### src/rtl/if_id_ctrl_pkg.sv
// Shared definitions for the IF->EX control block, the fetch-stage PC mux and
// the hazard unit: PC-select encodings, the bubble instruction, FSM states and
// the EX-side pipeline register payload.
package if_id_ctrl_pkg;

  localparam int unsigned XLEN = 32;

  // Fetch PC mux select encodings
  localparam logic [1:0] PCSEL_EXT  = 2'd0;
  localparam logic [1:0] PCSEL_HOLD = 2'd1;
  localparam logic [1:0] PCSEL_INC  = 2'd2;

  // addi x0,x0,0
  localparam logic [XLEN-1:0] NOP_INSTR = 32'h0000_0013;

  typedef enum logic {
    ST_BOOT = 1'b0,
    ST_RUN  = 1'b1
  } state_e;

  typedef struct packed {
    logic [XLEN-1:0] instr;
    logic [XLEN-1:0] pc;
    logic            valid;
  } ex_payload_t;

endpackage

### src/rtl/if_id_ctrl_pipe_reg.sv
// EX-side pipeline register holding instr/pc/valid.
// Ports: clk, rst (sync, active-low), bubble_i (load NOP, valid=0, keep pc_i),
//        load_i (capture instr_i/pc_i as valid), instr_i, pc_i, ex_o (payload).
// With neither bubble_i nor load_i asserted the register holds.
module if_id_pipe_reg
  import if_id_ctrl_pkg::*;
#(
  parameter logic [XLEN-1:0] NOP_INSTR = if_id_ctrl_pkg::NOP_INSTR
) (
  input  logic            clk,
  input  logic            rst,
  input  logic            load_i,
  input  logic            bubble_i,
  input  logic [XLEN-1:0] instr_i,
  input  logic [XLEN-1:0] pc_i,
  output ex_payload_t     ex_o
);

  ex_payload_t ex_q;

  // Bubble has priority over load
  always_ff @(posedge clk) begin
    if (!rst) begin
      ex_q <= '{instr: NOP_INSTR, pc: '0, valid: 1'b0};
    end else if (bubble_i) begin
      ex_q <= '{instr: NOP_INSTR, pc: pc_i, valid: 1'b0};
    end else if (load_i) begin
      ex_q <= '{instr: instr_i, pc: pc_i, valid: 1'b1};
    end
  end

  assign ex_o = ex_q;

endmodule

### src/rtl/if_id_ctrl.sv
// IF->EX control for the 3-stage RV32I pipeline.
// Drives the fetch PC select / external PC, owns the IF->EX register, kills
// wrong-path fetches on redirect, holds on stall and counts issued instructions.
// Ports: clk, rst (sync, active-low); if_instr/if_pc from fetch; stall,
//        redirect, redirect_pc from hazard/EX; pc_sel, pc_ext to fetch mux
//        (combinational); ex_instr, ex_pc, ex_valid, issued_cnt (registered).
module if_id_ctrl
  import if_id_ctrl_pkg::*;
#(
  parameter logic [XLEN-1:0] RESET_PC  = 32'h0000_2000,
  parameter logic [XLEN-1:0] NOP_INSTR = if_id_ctrl_pkg::NOP_INSTR,
  parameter int unsigned     CNT_W     = 32
) (
  input  logic             clk,
  input  logic             rst,
  input  logic [XLEN-1:0]  if_instr,
  input  logic [XLEN-1:0]  if_pc,
  input  logic             stall,
  input  logic             redirect,
  input  logic [XLEN-1:0]  redirect_pc,
  output logic [1:0]       pc_sel,
  output logic [XLEN-1:0]  pc_ext,
  output logic [XLEN-1:0]  ex_instr,
  output logic [XLEN-1:0]  ex_pc,
  output logic             ex_valid,
  output logic [CNT_W-1:0] issued_cnt
);

  state_e           state_q, state_d;
  logic             load, bubble, cnt_inc;
  logic [CNT_W-1:0] issued_cnt_q, issued_cnt_d;
  ex_payload_t      ex_q;

  // State register
  always_ff @(posedge clk) begin
    if (!rst) begin
      state_q <= ST_BOOT;
    end else begin
      state_q <= state_d;
    end
  end

  // Next state and fetch/EX controls; redirect > stall > normal in RUN
  always_comb begin
    state_d = state_q;
    pc_sel  = PCSEL_INC;
    pc_ext  = RESET_PC;
    load    = 1'b0;
    bubble  = 1'b0;
    cnt_inc = 1'b0;
    unique case (state_q)
      ST_BOOT: begin
        pc_sel  = PCSEL_EXT;
        bubble  = 1'b1;
        state_d = ST_RUN;
      end
      ST_RUN: begin
        if (redirect) begin
          // Current fetch is wrong-path: kill it
          pc_sel = PCSEL_EXT;
          pc_ext = redirect_pc;
          bubble = 1'b1;
        end else if (stall) begin
          pc_sel = PCSEL_HOLD;
        end else begin
          pc_sel  = PCSEL_INC;
          load    = 1'b1;
          cnt_inc = 1'b1;
        end
      end
      default: begin
        state_d = ST_BOOT;
      end
    endcase
  end

  // Issued-instruction counter, wraps freely
  assign issued_cnt_d = cnt_inc ? issued_cnt_q + CNT_W'(1) : issued_cnt_q;

  always_ff @(posedge clk) begin
    if (!rst) begin
      issued_cnt_q <= '0;
    end else begin
      issued_cnt_q <= issued_cnt_d;
    end
  end

  if_id_pipe_reg #(
    .NOP_INSTR (NOP_INSTR)
  ) u_pipe_reg (
    .clk      (clk),
    .rst      (rst),
    .load_i   (load),
    .bubble_i (bubble),
    .instr_i  (if_instr),
    .pc_i     (if_pc),
    .ex_o     (ex_q)
  );

  assign ex_instr   = ex_q.instr;
  assign ex_pc      = ex_q.pc;
  assign ex_valid   = ex_q.valid;
  assign issued_cnt = issued_cnt_q;

endmodule
### config.mk
export PLATFORM = sky130hd
export DESIGN_NAME = if_id_ctrl
export DESIGN_NICKNAME = d
export VERILOG_FILES = /design/src/rtl/if_id_ctrl_pkg.sv /design/src/rtl/if_id_ctrl_pipe_reg.sv /design/src/rtl/if_id_ctrl.sv
export SDC_FILE = /design/constraint.sdc
export NUM_CORES = 1
export LEC_CHECK = 0
export ABC_AREA = 0
export CORE_ASPECT_RATIO = 0.7
export CORE_UTILIZATION = 41
export DETAILED_ROUTE_END_ITERATION = 7
export GPL_TIMING_DRIVEN = 0
export PLACE_DENSITY = 0.9
export SYNTH_ARGS = -nofsm -noshare
export SYNTH_HDL_FRONTEND = slang
export SYNTH_SLANG_ARGS = --single-unit
export TNS_END_PERCENT = 5
### constraint.sdc
create_clock -name clk -period 6.5 [get_ports clk]
set_input_delay 1.95 -clock clk [delete_from_list [all_inputs] [get_ports clk]]
set_output_delay 1.95 -clock clk [all_outputs]
set_load 0.01 [all_outputs]
==> impl_metrics.py <==
metrics = {
    "setup_path": {
        "critPathTopFamily": "buffers and inverters",
        "crit_path_top_delay_cell": "clkdlybuf4s50_1",
        "cp_cell_sequence": "clkdlybuf4s50_1 > or3b_1 > buf_6 > clkinv_2 > buf_2 > buf_2 > buf_4 > clkdlybuf4s50_1",
        "worst-path-buf-inv": 7,
        "max_stage_delay_ns": 0.54,
        "crit_type": "primary input to primary output",
        "startpoint_type": "primary input",
        "cp-endpoint": "pc_sel[1]",
        "crit_start": "redirect",
        "worstPathArrival_ns": 4.26,
        "crit_path_max_fanout": 10,
        "cp-end-kind": "primary output",
        "reg2reg_to": "issued_cnt[28]",
        "r2r_slack_ns": 4.19,
        "r2r_cells": 7,
        "cp.depth": 8,
        "crit-reg2reg-launch": "state_q",
        "critPathRequiredTime_ns": 4.55,
    },
    "synthesis": {
        "synthMuxAreaShare_pct": 1.00,
        "syn-num-nets": 546,
        "synth-xor-area-share_pct": 1.97,
        "ys_ff_latch": 98,
        "yosys.area_share.simple_pct": 24.2,
        "synth_fa_ha_area_share_pct": 0.313,
        "synth-main-ff-cell": "dfxtp_1",
        "avgSynthCellArea_um2": 8.98,
        "async_flop_share_pct": 0,
        "synth.distinct_cells": 36,
        "yosysSeqAreaShare_pct": 49.1,
        "synth_warnings": 0,
        "syn_inst": 445,
        "synth_top_family_by_area": "simple AND/OR/NAND/NOR gates",
        "synth_edf_count": 0,
        "synth_area_mm2": 0.00400,
        "synth-compound-area-share_pct": 18.6,
    },
    "power_and_ir_drop": {
        "ir_worst_vdd_uv": 127,
        "leakage_nw": 2.60,
        "powerDensity_mw_per_mm2": 195,
    },
    "global_routing": {
        "first_global_vias": 4266,
        "overflow": 0,
        "grt_pass1_wl_um": 21200,
        "grt_max_degree": 19,
        "track_usage_pct": 26.4,
        "antenna_found_initial": 0,
    },
    "cells_and_area": {
        "fill_cells": 672,
        "drive_above_1_share_pct": 7.67,
        "area_growth_pct": 68.9,
        "fin_nets": 787,
        "regArea_mm2": 0.00196,
        "multiInputGateArea_mm2": 0.00184,
        "post-route-util_pct": 72.9,
        "antenna_cells": 0,
    },
    "detailed_routing": {
        "vias": 4354,
        "dr.pass1.iters": 4,
        "vias_per_cell": 5.34,
        "drt-total-wl_um": 13600,
        "dr.first_iter.drc_count": 278,
        "drc": 0,
        "postRouteAntennaNets": 0,
        "wl_per_cell_um": 16.7,
    },
    "place": {
        "gp_congestion": 0.852,
        "hpwl_um": 10200,
        "place_ws_ns": 0.307,
        "port_buffers": 230,
    },
    "clock_tree": {
        "clk_pin_slew_ns": 0.07,
        "cts_tree": "yes",
        "cts_max_path_buffers": 2,
        "clock_sinks": 98,
        "cts_setup_buffers": 0,
        "ctsRootBufferMaster": "clkbuf_16",
        "htreeDepth": 3,
        "cts_inserted_buffers": 9,
        "clock_latency_ns": 0.33,
        "cts_resized": 0,
        "holdBufCountCts": 0,
    },
    "timing": {
        "min_period_ns": 6.21,
        "rsz0062_at_grt": "false",
        "tightest_slew_ns": 0.506,
        "slew_viol_final": 0,
        "hold_violations": 0,
        "setup_tns_ns": 0,
        "setup_ws_ns": 0.289,
        "clock_skew_ns": 0.00625,
        "maxSlewHeadroom_pct": 66.2,
        "whs_ns": 0.452,
        "clock.fmax_ghz": 0.161,
        "fin_crit_sh_pct": 95.6,
        "finalSetupViolCount": 0,
    },
    "status": {
        "status": "complete, no violations",
    },
    "floorplan": {
        "rows": 29,
        "ios": 231,
        "dieArea_mm2": 0.0101,
        "die_w_um": 120,
        "coreArea_mm2": 0.00925,
        "start_util_pct": 43.2,
        "chipHeight_um": 84.6,
    },
    "job": {
        "max_cap_violations": 0,
    },
    "worst_hold_path": {
        "min_path_type": "flip-flop to flip-flop",
    },
}
cells by family after synthesis:
kind of cell / count (synthesis)
muxes: 4
and+or+nand+nor: 186
buffers and inverters: 45
AOI/OAI and AO/OA: 102
adders and majority gates: 1
xor gates and xnor gates: 9
DFF: 98
cell usage after synthesis, types with 3 or more instances:
| cell | instances | area share, % |
|---|---|---|
| o21ai_0 | 6 | 0.75 |
| mux2i_1 | 4 | 1.0 |
| o31ai_1 | 10 | 1.9 |
| nor4_1 | 5 | 0.78 |
| inv_1 | 7 | 0.66 |
| dfxtp_1 | 98 | 49 |
| nand3_1 | 9 | 1.1 |
| and2_1 | 6 | 0.94 |
| o221a_2 | 29 | 8.2 |
| nand4_1 | 9 | 1.4 |
| xnor2_1 | 5 | 1.1 |
| clkbuf_1 | 26 | 2.4 |
| nand2b_1 | 4 | 0.63 |
| xor2_1 | 4 | 0.88 |
| or3_1 | 7 | 1.1 |
| buf_1 | 6 | 0.56 |
| a21oi_1 | 50 | 6.3 |
| nor2_1 | 7 | 0.66 |
| and4_1 | 4 | 0.88 |
| or4_1 | 12 | 2.3 |
| a221o_1 | 3 | 0.75 |
| and3_1 | 33 | 5.2 |
| nand2_1 | 83 | 7.8 |
worst reg2reg max path, delay by kind of cell (launching register included):
family	cells	cell delay [ns]
AO/OA/AOI/OAI	2	0.54
flip-flops	1	0.45
buffers and inverters	3	0.56
AND/OR/NAND/NOR	2	0.64
metal layers:
layer,vias up,share of wire [%],global-route usage [%]
met5,-,0,0
met4,0,2.1,9.09
li1,2092,-,-
met1,2027,40,30.7
met2,211,50,47.3
met3,24,7.6,6.32
sequential cells by signal, summed over array words and instances, names as in the netlist:
register and cells:
u_pipe_reg.ex_o 65, state_q 1, issued_cnt 32
per-stage QoR:
| step | area (um^2) | cells | power (W) |
|---|---|---|---|
| floorplan | 4000 | 445 | 0.000691 |
| global placement | 6450 | 799 | 0.000808 |
| detailed placement | 6450 | 799 | 0.000811 |
| CTS | 6750 | 815 | 0.00133 |
| global route | 6750 | 815 | 0.00136 |
| finish | 6750 | 815 | 0.00132 |
placed cells by master (no fill, tap or decap), types with 6 or more instances in the layout:
| master | synthesis | routed |
|---|---|---|
| nand3_1 | 9 | 9 |
| o31ai_1 | 10 | 10 |
| a21oi_1 | 50 | 50 |
| clkdlybuf4s50_1 | 0 | 230 |
| nor2_1 | 7 | 7 |
| and3_1 | 33 | 33 |
| o21ai_0 | 6 | 6 |
| and2_1 | 6 | 6 |
| or3_1 | 7 | 7 |
| o221a_2 | 29 | 29 |
| or4_1 | 12 | 12 |
| clkbuf_16 | 0 | 9 |
| inv_1 | 7 | 7 |
| buf_1 | 6 | 6 |
| nand2_1 | 83 | 83 |
| clkbuf_1 | 26 | 26 |
| nand4_1 | 9 | 9 |
| dfxtp_1 | 98 | 98 |
area by class of cell:
class | instances | area share (%)
Buffer | 37 | 2.37
Clock buffer | 10 | 3.54
Clock inverter | 6 | 0.816
Inverter | 8 | 0.464
Multi-Input combinational cell | 302 | 27.3
Sequential cell | 98 | 29.1
Tap cell | 124 | 2.30
Timing Repair Buffer | 230 | 34.1
power breakdown:
group	switching (W)	leakage, nW	total, W	internal (W)
combinational	0.0000674	1.66	0.000174	0.000107
sequential	0.00000908	0.799	0.000624	0.000615
clock	0.000241	0.146	0.000519	0.000278
worst min path at each step:
stage / startpoint / endpoint / slack [ns] / cells past startpoint
final: u_pipe_reg.ex_o[31] / u_pipe_reg.ex_o[31] / 0.45 / 2
after detailed placement: u_pipe_reg.ex_o[21] / u_pipe_reg.ex_o[21] / 0.44 / 2
after CTS: u_pipe_reg.ex_o[21] / u_pipe_reg.ex_o[21] / 0.45 / 2
after global routing: u_pipe_reg.ex_o[31] / u_pipe_reg.ex_o[31] / 0.47 / 2
after floorplan: u_pipe_reg.ex_o[10] / u_pipe_reg.ex_o[10] / 0.48 / 2
after global placement: u_pipe_reg.ex_o[31] / u_pipe_reg.ex_o[31] / 0.44 / 2
No activity file was read; power rests on OpenSTA's default activity.
